`config.mk`:
```
export PLATFORM = sky130hd
export DESIGN_NAME = cr_ifu_lockup_resp
export DESIGN_NICKNAME = d
export VERILOG_FILES = /design/src/rtl/cr_ifu_lockup_resp.sv
export SDC_FILE = /design/constraint.sdc
export NUM_CORES = 1
export LEC_CHECK = 0
export CELL_PAD_IN_SITES_DETAIL_PLACEMENT = 0
export CELL_PAD_IN_SITES_GLOBAL_PLACEMENT = 1
export CORE_AREA = 2 2 39 41
export CTS_CLUSTER_SIZE = 28
export DETAILED_ROUTE_END_ITERATION = 12
export DIE_AREA = 0 0 41 43
export PLACE_DENSITY = 0.57
export SLEW_MARGIN = 25
export SYNTH_ARGS = -nofsm -noshare
export SYNTH_HDL_FRONTEND = slang
export SYNTH_SLANG_ARGS = --single-unit
```
`constraint.sdc`:
```
create_clock -name misc_clk -period 2.4 [get_ports misc_clk]
set_input_delay 0.24 -clock misc_clk [delete_from_list [all_inputs] [get_ports misc_clk]]
set_output_delay 0.24 -clock misc_clk [all_outputs]
set_load 0.02 [all_outputs]
```
`src/rtl/cr_ifu_lockup_resp.sv`:
```
// IFU responder to the IU lockup handshake: blocks new fetches, drains the
// outstanding ones, acknowledges, and holds fetch off while the IU masks it.
module cr_ifu_lockup_resp #(
   parameter int OUTST_MAX = 2,
   parameter int CNT_W     = 2
) (
   input  logic             misc_clk,
   input  logic             cpurst_b,
   input  logic             iu_ifu_lockup_req,
   input  logic             iu_ifu_lockup_mask,
   input  logic             iu_ifu_lockup_on,
   output logic             ifu_iu_lockup_ack,
   input  logic             pref_ifu_req,
   output logic             ifu_pref_stall,
   output logic             ifu_bus_req,
   input  logic             bus_ifu_grnt,
   input  logic             bus_ifu_trans_cmplt,
   output logic [CNT_W-1:0] ifu_lockup_outst_cnt
);

   typedef enum logic [1:0] {
      IDLE  = 2'd0,
      DRAIN = 2'd1,
      ACK   = 2'd2,
      LOCK  = 2'd3
   } state_t;

   localparam logic [CNT_W-1:0] CNT_MAX = CNT_W'(OUTST_MAX);

   state_t           state, state_nxt;
   logic [CNT_W-1:0] cnt, cnt_nxt;
   logic             cnt_inc, cnt_dec;

   // State register
   always_ff @(posedge misc_clk or negedge cpurst_b) begin
      if (!cpurst_b) state <= IDLE;
      else           state <= state_nxt;
   end

   // Next-state logic; an NMI re-lockup out of LOCK outranks the mask release.
   always_comb begin
      state_nxt = state;
      case (state)
         IDLE:    if (iu_ifu_lockup_req) state_nxt = DRAIN;
         DRAIN:   if (cnt == '0) state_nxt = ACK;
         ACK: begin
            if (!iu_ifu_lockup_req) state_nxt = iu_ifu_lockup_on ? LOCK : IDLE;
         end
         LOCK: begin
            if (iu_ifu_lockup_req)       state_nxt = DRAIN;
            else if (!iu_ifu_lockup_mask) state_nxt = IDLE;
         end
         default: state_nxt = IDLE;
      endcase
   end

   // Fetch gating; the reset term keeps the bus request low while in reset.
   always_comb begin
      ifu_bus_req = cpurst_b && pref_ifu_req && (state == IDLE) &&
                    !iu_ifu_lockup_req && !iu_ifu_lockup_mask && (cnt < CNT_MAX);
      ifu_pref_stall = pref_ifu_req && !ifu_bus_req;
   end

   // Outstanding counter; completions seen at zero (e.g. after reset) are dropped.
   always_comb begin
      cnt_inc = ifu_bus_req && bus_ifu_grnt;
      cnt_dec = bus_ifu_trans_cmplt && (cnt != '0);
      cnt_nxt = cnt;
      if (cnt_inc && !cnt_dec)      cnt_nxt = cnt + CNT_W'(1);
      else if (cnt_dec && !cnt_inc) cnt_nxt = cnt - CNT_W'(1);
   end

   always_ff @(posedge misc_clk or negedge cpurst_b) begin
      if (!cpurst_b) cnt <= '0;
      else           cnt <= cnt_nxt;
   end

   // Ack is a pure decode of the state register: no input-to-ack path.
   assign ifu_iu_lockup_ack    = (state == ACK);
   assign ifu_lockup_outst_cnt = cnt;

endmodule

```
# Yosys cells after proc, flatten, opt, wreduce, memory -nomap -nowiden
# Cells that the tools add are included.
op_classes:
  reduce_logical: 20
  n_lt_le_gt_ge: 1
  addsub: 2
  n_eq_ne: 7
  n_mux: 9
ops:
  columns: ["cell", "count"]
  rows:
  - ["2-bit two-way mux", 8]
  - ["1-bit logical AND", 10]
  - ["2-bit one-hot mux with 4 select lines", 1]
  - ["2-bit inequality test, second input constant", 3]
  - ["1-bit zero test", 5]
  - ["2-bit == test, second input constant", 2]
  - ["2-bit zero test", 2]
  - ["4-bit AND reduction", 1]
  - ["2-bit nonzero test", 2]
  - ["3-bit inequality test, second input constant", 1]
  - ["2-bit by 1-bit adder with 2-bit output, second input constant", 1]
  - ["2-bit by 1-bit == test with 1-bit output, second input constant", 1]
  - ["2-bit < comparator, second input constant", 1]
  - ["2-bit by 1-bit subtractor with 2-bit output, second input constant", 1]
totals:
  ff_bits: 4
  wordCells: 41
  out_inout_bits: 5

# Longest topological paths before layout
logic_depth:
  depth_word: 10
  depth_mapped: 7

# Least setup slack after synthesis
# No wires, ideal clock.
synth_timing:
  path_type: "reg-to-reg"
  from: "reg cnt[1] (netlist: ifu_lockup_outst_cnt[1])"
  to: "reg cnt[1] (netlist: ifu_lockup_outst_cnt[1])"
  setup_time_ps: 134
  period_less_slack_ps: 1893
  stages_incl_launch_ff: 8
  arrival_time_ps: 1759
  setup_slack_ps: 507
  path_cell_list: "dfrtp_1 -> or4b_1 -> nor3_2 -> and3_1 -> ha_1 -> xor2_1 -> nor2_1 -> xor2_1"
synth_between:
  elab_chain_len: 6
  word_cells_on_any_way: 14
  classes_between: "2 x add/sub; 1 x order compare; 2 x mux; 9 x reduce/logical"
synth_rtl:
  columns: ["item", "line_no", "source"]
  rows:
  - ["start: declaration", "31", "logic [CNT_W-1:0] cnt, cnt_nxt;"]
  - ["start signal: assignment", "75", "else cnt <= cnt_nxt;"]
  - ["2-bit < comparator", "60", "!iu_ifu_lockup_req && !iu_ifu_lockup_mask && (cnt < CNT_MAX);"]
  - ["1-bit logical AND", "60", null]
  - ["1-bit logical AND", "66", "cnt_inc = ifu_bus_req && bus_ifu_grnt;"]
  - ["1-bit zero test", "70", "else if (cnt_dec && !cnt_inc) cnt_nxt = cnt - CNT_W'(1);"]
  - ["1-bit logical AND", "70", null]
  - ["2-bit nonzero test (no line)", null, null]
# Parallel ways exist; a longest one is shown, timed or not. The select of a mux whose other input is x is not followed.
# A chain may end at the register's enable or synchronous reset.

# Worst setup path after layout
layout_timing:
  from: "in iu_ifu_lockup_req"
  to: "out ifu_pref_stall"
layout_between:
  elab_chain_len: 6
layout_rtl:
  columns: ["item", "line_no", "source"]
  rows:
  - ["start: declaration", "9", "input logic iu_ifu_lockup_req,"]
  - ["1-bit zero test", "60", null]
  - ["1-bit logical AND", "59", "ifu_bus_req = cpurst_b && pref_ifu_req && (state == IDLE) &&"]
  - ["1-bit logical AND (2 in a row)", "60", null]
  - ["1-bit zero test", "61", "ifu_pref_stall = pref_ifu_req && !ifu_bus_req;"]
  - ["1-bit logical AND", "61", null]
  - ["end: declaration", "14", "output logic ifu_pref_stall,"]
# Every way passes these cells.

==> impl_metrics.yaml <==
run_status:
  outcome: "complete, no violations"
placed_design:
  gp_congestion: 0.631
  port_buffers: 12
  place_inst: 57
  dp_slack_ns: 0.00529
  hpwl_microns: 463
synthesis:
  ys_ff_latch: 4
  async_flop_share: 1.00
  syn_inst: 27
  synth_cell_types: 17
  syn-num-nets: 36
  syn_avg_cell_area_sq_um: 9.64
  synth_edf_count: 0
  synth_flop_cell: "dfrtp_1"
  yosys_warnings: 0
  synth_area_sq_um: 260
  ys_seq_area_frac: 0.385
setup_path:
  max_stage_delay_ns: 0.54
  start_kind: "input port"
  endpoint_kind: "output port"
  arrival_ns: 2.09
  critPathRequiredTime_ns: 2.16
  crit_path_cell_trace: "clkdlybuf4s50_1 > or4b_1 > nor3_2 > buf_4 > nor2b_1 > clkdlybuf4s50_1"
  crit_buf_inv: 3
  reg2reg_slack_ns: 0.41
  cp_max_fo: 5
  critPathTopFamily: "buffers and inverters"
  crit_type: "input port to output port"
  cp_common_cell: "clkdlybuf4s50_1"
  crit_path_top_delay_cell: "or4b_1"
finish:
  mostFrequentLayoutCells: "11 x clkdlybuf4s50_1, 4 x o21ai_0, 4 x dfrtp_1"
  n_fill_cell: 152
  final_util: 0.318
  layout.cells.non_filler: 60
  drive_gt1_frac: 0.205
  layout_commonest_cell: "clkdlybuf4s50_1"
  nets: 55
  diodes: 0
  area_growth_pct: 69.2
floorplanning:
  die_h_microns: 43
  initial_core_util: 0.188
  ioPinCount: 13
  placementRows: 14
  dieArea_sq_um: 1760
  die_width_microns: 41
  coreArea_sq_um: 1380
timing:
  drv_slew: 0
  slew_headroom: 0.849
  rsz0062_at_grt: "false"
  min_period_ns: 2.33
  tightest_slew_ns: 0.227
  setup_tns_ns: 0
  fin_skew_ns: 0.00313
  hold_viol_final: 0
  fin_crit_sh: 0.969
  layout_setup_ws_ns: 0.0738
  fmax_mhz: 430
  finalSetupViolCount: 0
job:
  drv_cap: 0
grt:
  antenna_found_initial: 0
  grt_pass1_vias: 243
  grt_pass1_wl_microns: 883
  grt_max_degree: 7
  grt.total_usage: 0.0827
  overflow: 0
clock_tree:
  ctsHoldBuffers: 0
  cts_tree: "done"
  post_cts_buffers: 0
  numClockSinks: 4
  htreeDepth: 1
  cts_buffer_depth: 2
  post_cts_resize_count: 0
  cts_buffers: 3
  path_clk_slew_ns: 0.04
  root_buffer: "clkbuf_4"
  clk_latency_ns: 0.24
power:
  finalPower_uw: 434
  ir_drop_v: 0.000446
  p_leak_uw: 0.000213
  powerDensity_nw_per_um2: 986
detailed_routing:
  first_pass_iters: 1
  routed_wl_microns: 608
  ant_nets: 0
  via_per_inst: 4.32
  drc: 0
  wire_per_inst_microns: 10.1
  first_iter_violations: 0
  vias: 259
min_path:
  hp-class: "input port to async pin"
[power breakdown]
part	switching [uW]	internal [uW]	total, uW
clock	29.0	56.0	85.0
sequential	53.3	101	155
combinational	85.4	109	195
[path summary, 6_finish.rpt]
| kind | startpoint | endpoint | depth (start not counted) |
|---|---|---|---|
| hold reg to reg | ifu_lockup_outst_cnt[1] | ifu_lockup_outst_cnt[1] | 1 |
| min in group misc_clk | ifu_lockup_outst_cnt[1] | ifu_lockup_outst_cnt[1] | 1 |
| setup / recovery | iu_ifu_lockup_req | ifu_pref_stall | 6 |
| setup reg to reg | ifu_lockup_outst_cnt[1] | ifu_lockup_outst_cnt[1] | 8 |
| max in group asynchronous | cpurst_b | state[1] | 2 |
| hold / removal | cpurst_b | ifu_lockup_outst_cnt[0] | 2 |
[metal layers]
layer | vias to the layer above | global-route usage | wire length (microns)
li1 | 132 | - | -
met5 | - | 0 | 0
met1 | 114 | 0.0882 | 279
met4 | 0 | 0.120 | 29
met2 | 11 | 0.106 | 261
met3 | 2 | 0.0157 | 38
[stage by stage]
step | hold WS (ns) | area [sq um]
floorplan | -0.0556 | 260
finish | 0.285 | 440
CTS | 0.278 | 438
detailed placement | 0.538 | 415
global placement | 0.540 | 415
global route | 0.304 | 440
[registers in the layout, indices dropped and copies added (netlist names)]
signal                count
ifu_lockup_outst_cnt      2
state                     2
[synthesized netlist by cell type, types with 2 or more instances]
library cell | instances | area, sq um
nor2b_1 | 2 | 12.5
xor2_1 | 2 | 17.5
nor2_1 | 3 | 11.3
o21ai_0 | 4 | 20.0
dfrtp_1 | 4 | 100
[kinds of logic after synthesis]
logic type,Yosys count,share of synthesized area
AOI/OAI and AO/OA,7,0.173
xor gates and xnor gates,3,0.101
adders and majority gates,1,0.0481
DFF,4,0.385
and+or+nand+nor,12,0.293
[final cells by class]
cell class | instances | area [sq um] | area share
clock buffers | 3 | 22.5 | 0.0511
flip-flops and latches | 4 | 100 | 0.227
repair buffers | 14 | 138 | 0.313
well taps | 16 | 20.0 | 0.0455
multi-input cells | 23 | 160 | 0.364
[worst register-to-register path: stages, from the launching register on]
cell and delay [ns]:
dfrtp_1 0.43, or4b_1 0.50, nor3_2 0.15, buf_4 0.14
and3_1 0.16, ha_1 0.15, xor2_1 0.15, nor2_1 0.06
xor2_1 0.14
(Power assumes the default switching activity.)
